**config.mk**
```make
export PLATFORM = sky130hd
export DESIGN_NAME = apb_slave_regfile
export DESIGN_NICKNAME = d
export VERILOG_FILES = /design/src/rtl/apb_slave_regfile.sv
export SDC_FILE = /design/constraint.sdc
export NUM_CORES = 1
export LEC_CHECK = 0
export BUFFER_PORTS_ARGS = -buffer_cell sky130_fd_sc_hd__buf_2
export CORE_MARGIN = 5
export CORE_UTILIZATION = 35
export DETAILED_ROUTE_END_ITERATION = 6
export MAX_ROUTING_LAYER = met4
export PLACE_DENSITY_LB_ADDON = 0.2
export SYNTH_ARGS = -nofsm -noshare
export SYNTH_HDL_FRONTEND = slang
export SYNTH_SLANG_ARGS = --single-unit
```
**constraint.sdc**
```tcl
create_clock -name pclk -period 4.4 [get_ports pclk]
set_input_delay 0.44 -clock pclk [delete_from_list [all_inputs] [get_ports pclk]]
set_output_delay 0.44 -clock pclk [all_outputs]
set_load 0.05 [all_outputs]
```
**src/rtl/apb_slave_regfile.sv**
```systemverilog
// APB slave register file: NUM_REGS read/write words plus a read-only STATUS word,
// with a programmable number of wait states in every access phase.
module apb_slave_regfile #(
    parameter logic [31:0] ADDR_BASE   = 32'h0000_A000,
    parameter int          NUM_REGS    = 8,
    parameter int          WAIT_CYCLES = 1
) (
    input  logic        pclk,
    input  logic        preset_n,
    input  logic        psel_i,
    input  logic        penable_i,
    input  logic [31:0] paddr_i,
    input  logic        pwrite_i,
    input  logic [31:0] pwdata_i,
    output logic [31:0] prdata_o,
    output logic        pready_o,
    output logic        pslverr_o,
    output logic [15:0] xfer_cnt_o
);

    typedef enum logic [1:0] {
        ST_IDLE   = 2'd0,
        ST_SETUP  = 2'd1,
        ST_ACCESS = 2'd2
    } state_e;

    localparam logic [3:0]  WAIT_C    = 4'(WAIT_CYCLES);
    localparam logic [29:0] STATUS_W  = 30'd15;

    state_e      state_q, state_d;
    logic [3:0]  cnt_q, cnt_d;
    logic [15:0] xfer_cnt_q;
    logic [31:0] regs_q [NUM_REGS];

    logic        access_s, complete_s, done_s, wr_en_s;
    logic        misalign_s, hit_reg_s, hit_status_s, err_s;
    logic [29:0] word_s;
    logic [31:0] rd_s;

    // State register and wait counter
    always_ff @(posedge pclk or negedge preset_n) begin
        if (!preset_n) begin
            state_q <= ST_IDLE;
            cnt_q   <= 4'd0;
        end else begin
            state_q <= state_d;
            cnt_q   <= cnt_d;
        end
    end

    // Next-state logic for the phase tracker
    always_comb begin
        state_d = state_q;
        cnt_d   = cnt_q;
        case (state_q)
            ST_IDLE: begin
                if (psel_i && !penable_i) state_d = ST_SETUP;
                else                      state_d = ST_IDLE;
            end
            ST_SETUP: begin
                if (!psel_i) begin
                    state_d = ST_IDLE;
                end else if (penable_i) begin
                    if (WAIT_C == 4'd0) begin
                        state_d = ST_IDLE;
                    end else begin
                        state_d = ST_ACCESS;
                        cnt_d   = 4'd1;
                    end
                end else begin
                    state_d = ST_SETUP;
                end
            end
            ST_ACCESS: begin
                // Leaving the access phase early is an abort; the count is discarded.
                if (!(psel_i && penable_i) || (cnt_q == WAIT_C)) begin
                    state_d = ST_IDLE;
                    cnt_d   = 4'd0;
                end else begin
                    cnt_d   = cnt_q + 4'd1;
                end
            end
            default: begin
                state_d = ST_IDLE;
                cnt_d   = 4'd0;
            end
        endcase
    end

    // Completion strobe; an access seen in IDLE completes at once as an error
    always_comb begin
        access_s   = psel_i && penable_i;
        complete_s = 1'b0;
        case (state_q)
            ST_IDLE:   complete_s = access_s;
            ST_SETUP:  complete_s = access_s && (WAIT_C == 4'd0);
            ST_ACCESS: complete_s = access_s && (cnt_q == WAIT_C);
            default:   complete_s = 1'b0;
        endcase
    end

    // Address decode and error classification for the completing cycle
    always_comb begin
        misalign_s   = (paddr_i[1:0] != 2'b00);
        word_s       = paddr_i[31:2] - ADDR_BASE[31:2];
        hit_reg_s    = !misalign_s && (word_s < 30'(NUM_REGS));
        hit_status_s = !misalign_s && (word_s == STATUS_W);
        err_s        = (state_q == ST_IDLE) || !(hit_reg_s || hit_status_s)
                       || (hit_status_s && pwrite_i);
    end

    // Read mux over the register bank
    always_comb begin
        rd_s = 32'h0;
        for (int i = 0; i < NUM_REGS; i++) begin
            if (word_s == 30'(i)) rd_s = regs_q[i];
            else                  rd_s = rd_s;
        end
    end

    // Response outputs, forced low while reset is asserted
    always_comb begin
        done_s    = preset_n && complete_s;
        wr_en_s   = done_s && !err_s && pwrite_i && hit_reg_s;
        pready_o  = done_s;
        pslverr_o = done_s && err_s;
        if (done_s && !err_s && !pwrite_i) begin
            prdata_o = hit_status_s ? {16'h0, xfer_cnt_q} : rd_s;
        end else begin
            prdata_o = 32'h0;
        end
        xfer_cnt_o = xfer_cnt_q;
    end

    // Register bank and completed-transfer counter
    always_ff @(posedge pclk or negedge preset_n) begin
        if (!preset_n) begin
            xfer_cnt_q <= 16'd0;
            for (int i = 0; i < NUM_REGS; i++) regs_q[i] <= 32'h0;
        end else begin
            if (done_s && !err_s) xfer_cnt_q <= xfer_cnt_q + 16'd1;
            for (int i = 0; i < NUM_REGS; i++) begin
                if (wr_en_s && (word_s == 30'(i))) regs_q[i] <= pwdata_i;
            end
        end
    end

endmodule

```
==> summary.txt, run 1 <==
Run status
  • Status: finished, final reports clean

Timing
  • RSZ-0062 raised after global routing: false
  • Least-Margin Pin Slew: roughly 0.79 ns
  • Setup ws final: around 0.4 ns
  • Period utilisation layout: 90.8%
  • Crit path time final: between 3 and 4 ns
  • TNS Setup: 0 ns
  • Final setup vio count: 0
  • Final hold viol count: 0
  • Slew Viols, Final: 0
  • Worst clock skew: between 0.01 and 0.015 ns
  • Max-slew headroom: between 40% and 50%
  • Max Freq: between 200 and 300 MHz

Critical path
  • Critical Path AT: approximately 3.6 ns
  • Crit Path Class: input pin to output port
  • CP Launch Type: input pin
  • Crit. End Element: output port
  • FF-to-FF setup slack: a little under 2 ns
  • CP required: a little under 4 ns
  • Worst-path maximum fanout: 37

Route
  • Via-to-Cell Ratio: around 5.3
  • Post-route ant nets: 0
  • Drt first pass iters: 5
  • Routed vias: slightly below 10,000
  • Initial DRC Count: between 600 and 700
  • Routed WL per cell: between 20 and 25 microns
  • Drt drc: 0
  • WL final: between 30 and 40 mm

Synthesis
  • Sequential-to-total area share from yosys stat: 50.9%
  • Synth Cell Area: about 14,000 sq um
  • Compound-gate portion of the synthesized area: between 7 and 8%
  • Syn Nets: ~1,200
  • Synth top area cells: dfrtp_1 (51%), mux2_2 (21%), mux4_2 (3.6%)
  • Post-Synth Simple-Gate Area: between 10% and 20%
  • Register bit total from synthesis: approximately 280
  • Avg Inst Size Synth: around 12 sq um
  • Number of flops mapped to enable cells by yosys: 0
  • XOR/XNOR Fraction of Synth Area: less than 1%
  • Yosys top cell area share: approximately 50%
  • Synth Warn #: 0
  • Cells after synthesis: 1,129
  • Main combinational cell family by area after synthesis: multiplexers
  • Async set or reset register ratio after synthesis: between 90% and 100%
  • Count leader, synth: dfrtp_1
  • Main flop type after synthesis: dfrtp_1
  • Adder-cell share of the synthesized area: less than 1%
  • Top cells by count, synth: dfrtp_1 (278), mux2_2 (256), nor2_1 (91), a21oi_1 (75), clkbuf_1 (51)
  • Synth cell types: 55
  • Synth area leader: dfrtp_1
  • Mux share of post-synthesis cell area: 27.7%

Cells and area
  • Layout Nets: about 1,300
  • Layout cells sized above 1: 39.4%
  • Final Core Density: roughly two fifths
  • Filler instances: 3,696
  • Multi-input logic area: around 6400 sq um
  • Area Growth Syn to Fin: 17.9%
  • FF+latch area: about 7000 sq um

Clock tree
  • Clock transition at path regs: 0.06 ns
  • CTS tree: yes
  • Number of setup buffers added after CTS: 0
  • CTS H-tree lvls: 1
  • Clock latency on the worst-skew pair: between 0.5 and 0.6 ns
  • Root Buffer: clkbuf_16
  • Longest Clk Path Bufs: 3
  • TritonCTS Buffers: 31
  • Clk sinks: about 280

Hold path
  • Hold Crit Class: input pin to flop

Power and ir drop
  • Sw Pwr: 1.27 mW
  • Leakage: between 7 and 8 nW
  • Comb pwr share: roughly 5.2%
  • Sw frac: between 20% and 30%
  • Clock power share: between 40% and 50%
  • Reg power frac: approximately 46%
  • Internal power: ~4.2 mW
  • Power per cell area: about 340 nW/um^2
  • Peak supply drop: around 0.00035 V

Global routing
  • Vias in the first global route: between 10,000 and 15,000
  • Gr ovfl total: 0
  • Largest net degree at the start of global routing: about 130
  • All-Layer GR Usage: between 10% and 20%
  • Initial antenna violation count: 4
  • First-pass GRT wire length: between 50 and 60 mm

Floorplan
  • Site row count: 72
  • Die Span X: about 210 microns
  • Die area: roughly 43,000 sq um
  • Core area: between 30,000 and 40,000 sq um
  • Die Span Y: around 210 microns
  • Starting Density: approximately 35%
  • Top-Level Pins: 119

Place
  • Dpl hpwl: 25.0 mm
  • GP Congestion: around 0.85
  • Number of buffer cells added on primary ports: 118
  • Setup WS pre-CTS: 0.251 ns

Flow run
  • Max-Cap Viols: 0
==> stage by stage <==
| step | instance area (sq um) | std cells | hold slack [ns] | power (mW) |
|---|---|---|---|---|
| 2_1_floorplan | 13700 | 1129 | 0.144 | 2.72 |
| 3_3_place_gp | 15000 | 1735 | 0.405 | 2.90 |
| 6_report | 16100 | 1798 | 0.147 | 5.52 |
| 3_5_place_dp | 15000 | 1735 | 0.405 | 2.90 |
| 5_1_grt | 16100 | 1798 | 0.128 | 5.73 |
| 4_1_cts | 16100 | 1794 | 0.114 | 5.60 |
==> worst paths after layout <==
check                                        start                    endpoint  cells after the start
max reg2reg                 state_q[0]$_DFFE_PN0P_     regs_q[227]$_DFFE_PN0P_                      7
max                                    paddr_i[18]                 prdata_o[3]                     10
min reg2reg                regs_q[160]$_DFFE_PN0P_     regs_q[160]$_DFFE_PN0P_                      1
max in group asynchronous                 preset_n  xfer_cnt_o[12]$_DFFE_PN0N_                      4
min                                         psel_i      state_q[0]$_DFFE_PN0P_                      2
min in group asynchronous                 preset_n      regs_q[53]$_DFFE_PN0P_                      2
==> cells by family after synthesis <==
group	after synthesis
flip-flops	278
buffers and inverters	82
XOR/XNOR	15
multiplexers	317
adder cells (fa/ha/maj)	7
AO/OA/AOI/OAI	162
AND/OR/NAND/NOR	268
==> what timing repair did <==
item / CTS / global route
hold buffers: 1 / 0
gates resized for setup: 0 / 1
setup endpoints to repair: 0 / 1
endpoints found under the hold margin: 51 / 0
==> sequential cells by signal, indices dropped and copies added, names as in the netlist <==
signal and cells:
regs_q 256, xfer_cnt_o 16, cnt_q 4, state_q 2
==> critical path, cell delays in order <==
cell and delay [ns]:
buf_2 0.12, or4_1 0.59, or3_1 0.40, or4b_1 0.48
o311ai_1 0.13, nor4b_4 0.32, buf_12 0.24, nand2_2 0.20
nor4b_1 0.30, buf_2 0.32
==> routing by layer <==
layer  track usage, %  up-vias  share of wire [%]
met3             2.61       58                4.3
li1                 -     4406                  -
met5                -        -                  0
met2             28.1      213                 47
met1             24.2     4932                 47
met4             4.56        0                2.6
==> power by group through the flow <==
stage	registers, mW	logic, mW	clock network [mW]
after floorplan	2.61	0.109	0
after global placement	2.61	0.292	0
after detailed placement	2.61	0.293	0
after CTS	2.56	0.294	2.74
after global routing	2.56	0.319	2.85
final	2.56	0.288	2.67
==> layout make-up <==
cell class                      instances  share of cell area [%]
Antenna cell                            4                  0.0621
Clock buffer                           42                    5.38
Clock inverter                         16                    1.20
Inverter                                8                   0.186
Multi-Input combinational cell        769                    39.9
Sequential cell                       278                    43.2
Tap cell                              518                    4.02
Timing Repair Buffer                  163                    6.10
==> placed cells by master, fill, tap and decap left out, types with 11 or more instances in the layout <==
master / count
mux2_1: 17
dfrtp_1: 278
nand4_1: 17
mux2_2: 256
clkbuf_16: 31
nand3_1: 19
a21oi_1: 75
buf_4: 43
buf_2: 115
mux4_2: 22
a221oi_1: 18
mux2i_1: 22
xnor2_1: 15
o21ai_0: 29
nand2_1: 47
nor2_1: 89
nor2b_1: 20
and3_1: 12
nor3_1: 11
(Power assumes the default switching activity.)
==> run 2: changes to the inputs <==
--- a/config.mk
+++ b/config.mk
@@ -7,7 +7,7 @@
 export LEC_CHECK = 0
 export BUFFER_PORTS_ARGS = -buffer_cell sky130_fd_sc_hd__buf_2
 export CORE_MARGIN = 5
-export CORE_UTILIZATION = 35
+export CORE_UTILIZATION = 30
 export DETAILED_ROUTE_END_ITERATION = 6
 export MAX_ROUTING_LAYER = met4
 export PLACE_DENSITY_LB_ADDON = 0.2
==> run 2 against run 1 <==
Effect of this change:
- combinational power up 2%
- critical path type unchanged
- register-to-register slack got worse by 0.29 ns
- largest power group unchanged
- critical path depth is 1 lower
- core utilization shrank 5.6 points
==> summary.txt, run 2 (synthesized netlist as in run 1, its figures left out) <==
Route
  • Via-to-Cell Ratio: slightly above 5
  • Post-route ant nets: 0
  • WL final: just over 40 mm
  • Routed WL per cell: between 20 and 25 microns
  • Drt drc: 0
  • Routed vias: between 9,000 and 10,000
  • Initial DRC Count: between 500 and 600
  • Drt first pass iters: 4

Global routing
  • Vias in the first global route: 9,928
  • All-Layer GR Usage: around 16%
  • First-pass GRT wire length: 62.8 mm
  • Initial antenna violation count: 4
  • Gr ovfl total: 0
  • Largest net degree at the start of global routing: around 170

Cells and area
  • FF+latch area: between 6000 and 7000 sq um
  • Max reg flops: around 260
  • Final Core Density: a little over a third
  • Final Instance Area: approximately 16,000 sq um
  • Layout cells sized above 1: about 40%
  • Layout Nets: about 1,300
  • Multi-input logic area: about 6400 sq um
  • Commonest non-fill, non-tap cell in the layout: dfrtp_1
  • Filler instances: around 4,500
  • Largest register by flop count: regs_q
  • Most frequent cells in the layout: dfrtp_1 (278), mux2_2 (256), buf_2 (112), nor2_1 (89), a21oi_1 (75)
  • Area Growth Syn to Fin: 19.4%
  • Final cell count without fillers: about 1,900

Power and ir drop
  • Sw Pwr: between 1 and 1.5 mW
  • Clock power share: approximately half
  • Comb pwr share: 5.3%
  • Leakage: 7.77 nW
  • Reg power frac: 45.5%
  • Power per cell area: 345 nW/um^2
  • Sw frac: a little under a quarter
  • Internal power: about 4.3 mW
  • Peak supply drop: ~0.00027 V

Place
  • Number of buffer cells added on primary ports: between 100 and 150
  • Inst Count DP: ~1,800
  • Setup WS pre-CTS: roughly 0.12 ns
  • Post-DP Area: approximately 15,000 sq um
  • GP Congestion: just over 0.8
  • Dpl hpwl: between 20 and 30 mm

Floorplan
  • Site row count: between 70 and 80
  • Core area: roughly 45,000 sq um
  • Die Span Y: between 200 and 250 microns
  • Die area: 49,900 sq um
  • Top-Level Pins: between 100 and 150
  • Starting Density: 30.2%
  • Die Span X: between 200 and 250 microns

Timing
  • Setup ws final: between 0.3 and 0.4 ns
  • Least-Margin Pin Slew: slightly below 1 ns
  • Final setup vio count: 0
  • RSZ-0062 raised after global routing: false
  • Period utilisation layout: between 90% and 100%
  • Max-slew headroom: around a third
  • TNS Setup: 0 ns
  • Slew Viols, Final: 0
  • Crit path time final: 4.07 ns
  • Final hold viol count: 0
  • Worst clock skew: about 0.013 ns
  • Max Freq: roughly 250 MHz

Clock tree
  • Number of setup buffers added after CTS: 0
  • CTS tree: yes
  • Longest Clk Path Bufs: 3
  • Clock latency on the worst-skew pair: approximately 0.52 ns
  • Clk sinks: ~280
  • Root Buffer: clkbuf_16
  • Clock transition at path regs: approximately 0.05 ns
  • CTS H-tree lvls: 2
  • TritonCTS Buffers: 34

Critical path
  • Critical Path AT: around 3.6 ns
  • Reg2Reg Launch Point: state_q[0]$_DFFE_PN0P_
  • Crit Path Class: input pin to output port
  • Worst-path maximum fanout: 12
  • CP required: 3.96 ns
  • Worst reg2reg path depth: 9
  • Delay-heaviest family, CP: simple AND/OR/NAND/NOR gates
  • FF-to-FF setup slack: roughly 1.6 ns
  • Crit. End Element: output port
  • Worst Path Buf+Inv: 2
  • CP max stage cell: or4_1
  • CP Launch Type: input pin
  • Reg-to-Reg End: regs_q[223]$_DFFE_PN0P_
  • Critical Path Most Common Cell: buf_2
  • Crit path from: paddr_i[18]
  • Slowest cell delay on critical path: approximately 0.59 ns
  • Worst path cell trace: buf_2 > or4_1 > or3_1 > or4b_1 > o311ai_1 > nor4b_4 > nand2_2 > nor4_1 > buf_2

Hold path
  • Hold path depth: 2
  • Hold Crit Class: input pin to flop
  • Hold endpoint: state_q[0]$_DFFE_PN0P_
  • Worst Hold Launch: psel_i

Run status
  • Status: finished, final reports clean

Flow run
  • Max-Cap Viols: 0
run 2: cell types whose count changed in the layout (fill, tap and decap cells not counted), moves of 2 or more:
cell,before,now
clkbuf_16,31,35
clkinv_2,8,5
bufinv_16,4,2
buf_4,43,41
buf_12,3,7
clkbuf_1,6,8
buf_2,115,112
run 2: metal layers:
layer  vias up  track usage (%)  part of all wire, %
met3        34             3.11                  4.6
met4         0             2.71                  1.1
li1       4420                -                    -
met1      5021             22.9                   47
met5         -                -                    0
met2       225             25.6                   47
run 2: area by class of cell:
type,count,area share [%]
diodes,4,0.0614
clock buffers,49,6.06
clock inverters,10,0.690
inverters,8,0.184
multi-input cells,769,39.4
flip-flops and latches,278,42.7
well taps,600,4.60
repair buffers,162,6.34
run 2: stage by stage:
step           hold slack (ns)  total power, mW
4_1_cts                  0.182             5.73
5_1_grt                  0.190             5.86
6_report                 0.211             5.62
3_3_place_gp             0.357             2.90
2_1_floorplan            0.144             2.72
3_5_place_dp             0.357             2.90
run 2: worst max path at each step:
stage               slack (ns)      endpoint  cells after the start
floorplan                -0.44  prdata_o[15]                      8
global placement          0.21  prdata_o[15]                      9
detailed placement        0.12   prdata_o[3]                      9
CTS                       0.11   prdata_o[3]                      9
global route              0.19   prdata_o[7]                      9
finish                    0.33  prdata_o[10]                      9
run 2: repair_timing:
item                                   4_1_cts  5_1_grt
endpoints found under the hold margin       33        0
hold buffers                                 1        0
resized for setup                            0        2
setup endpoints to repair                    0        1
run 2: power groups by stage:
stage | sequential, mW | clock, mW | combinational [mW]
after global routing | 2.56 | 2.98 | 0.326
after floorplan | 2.61 | 0 | 0.109
after detailed placement | 2.61 | 0 | 0.298
after CTS | 2.56 | 2.87 | 0.300
final | 2.56 | 2.77 | 0.295
after global placement | 2.61 | 0 | 0.297
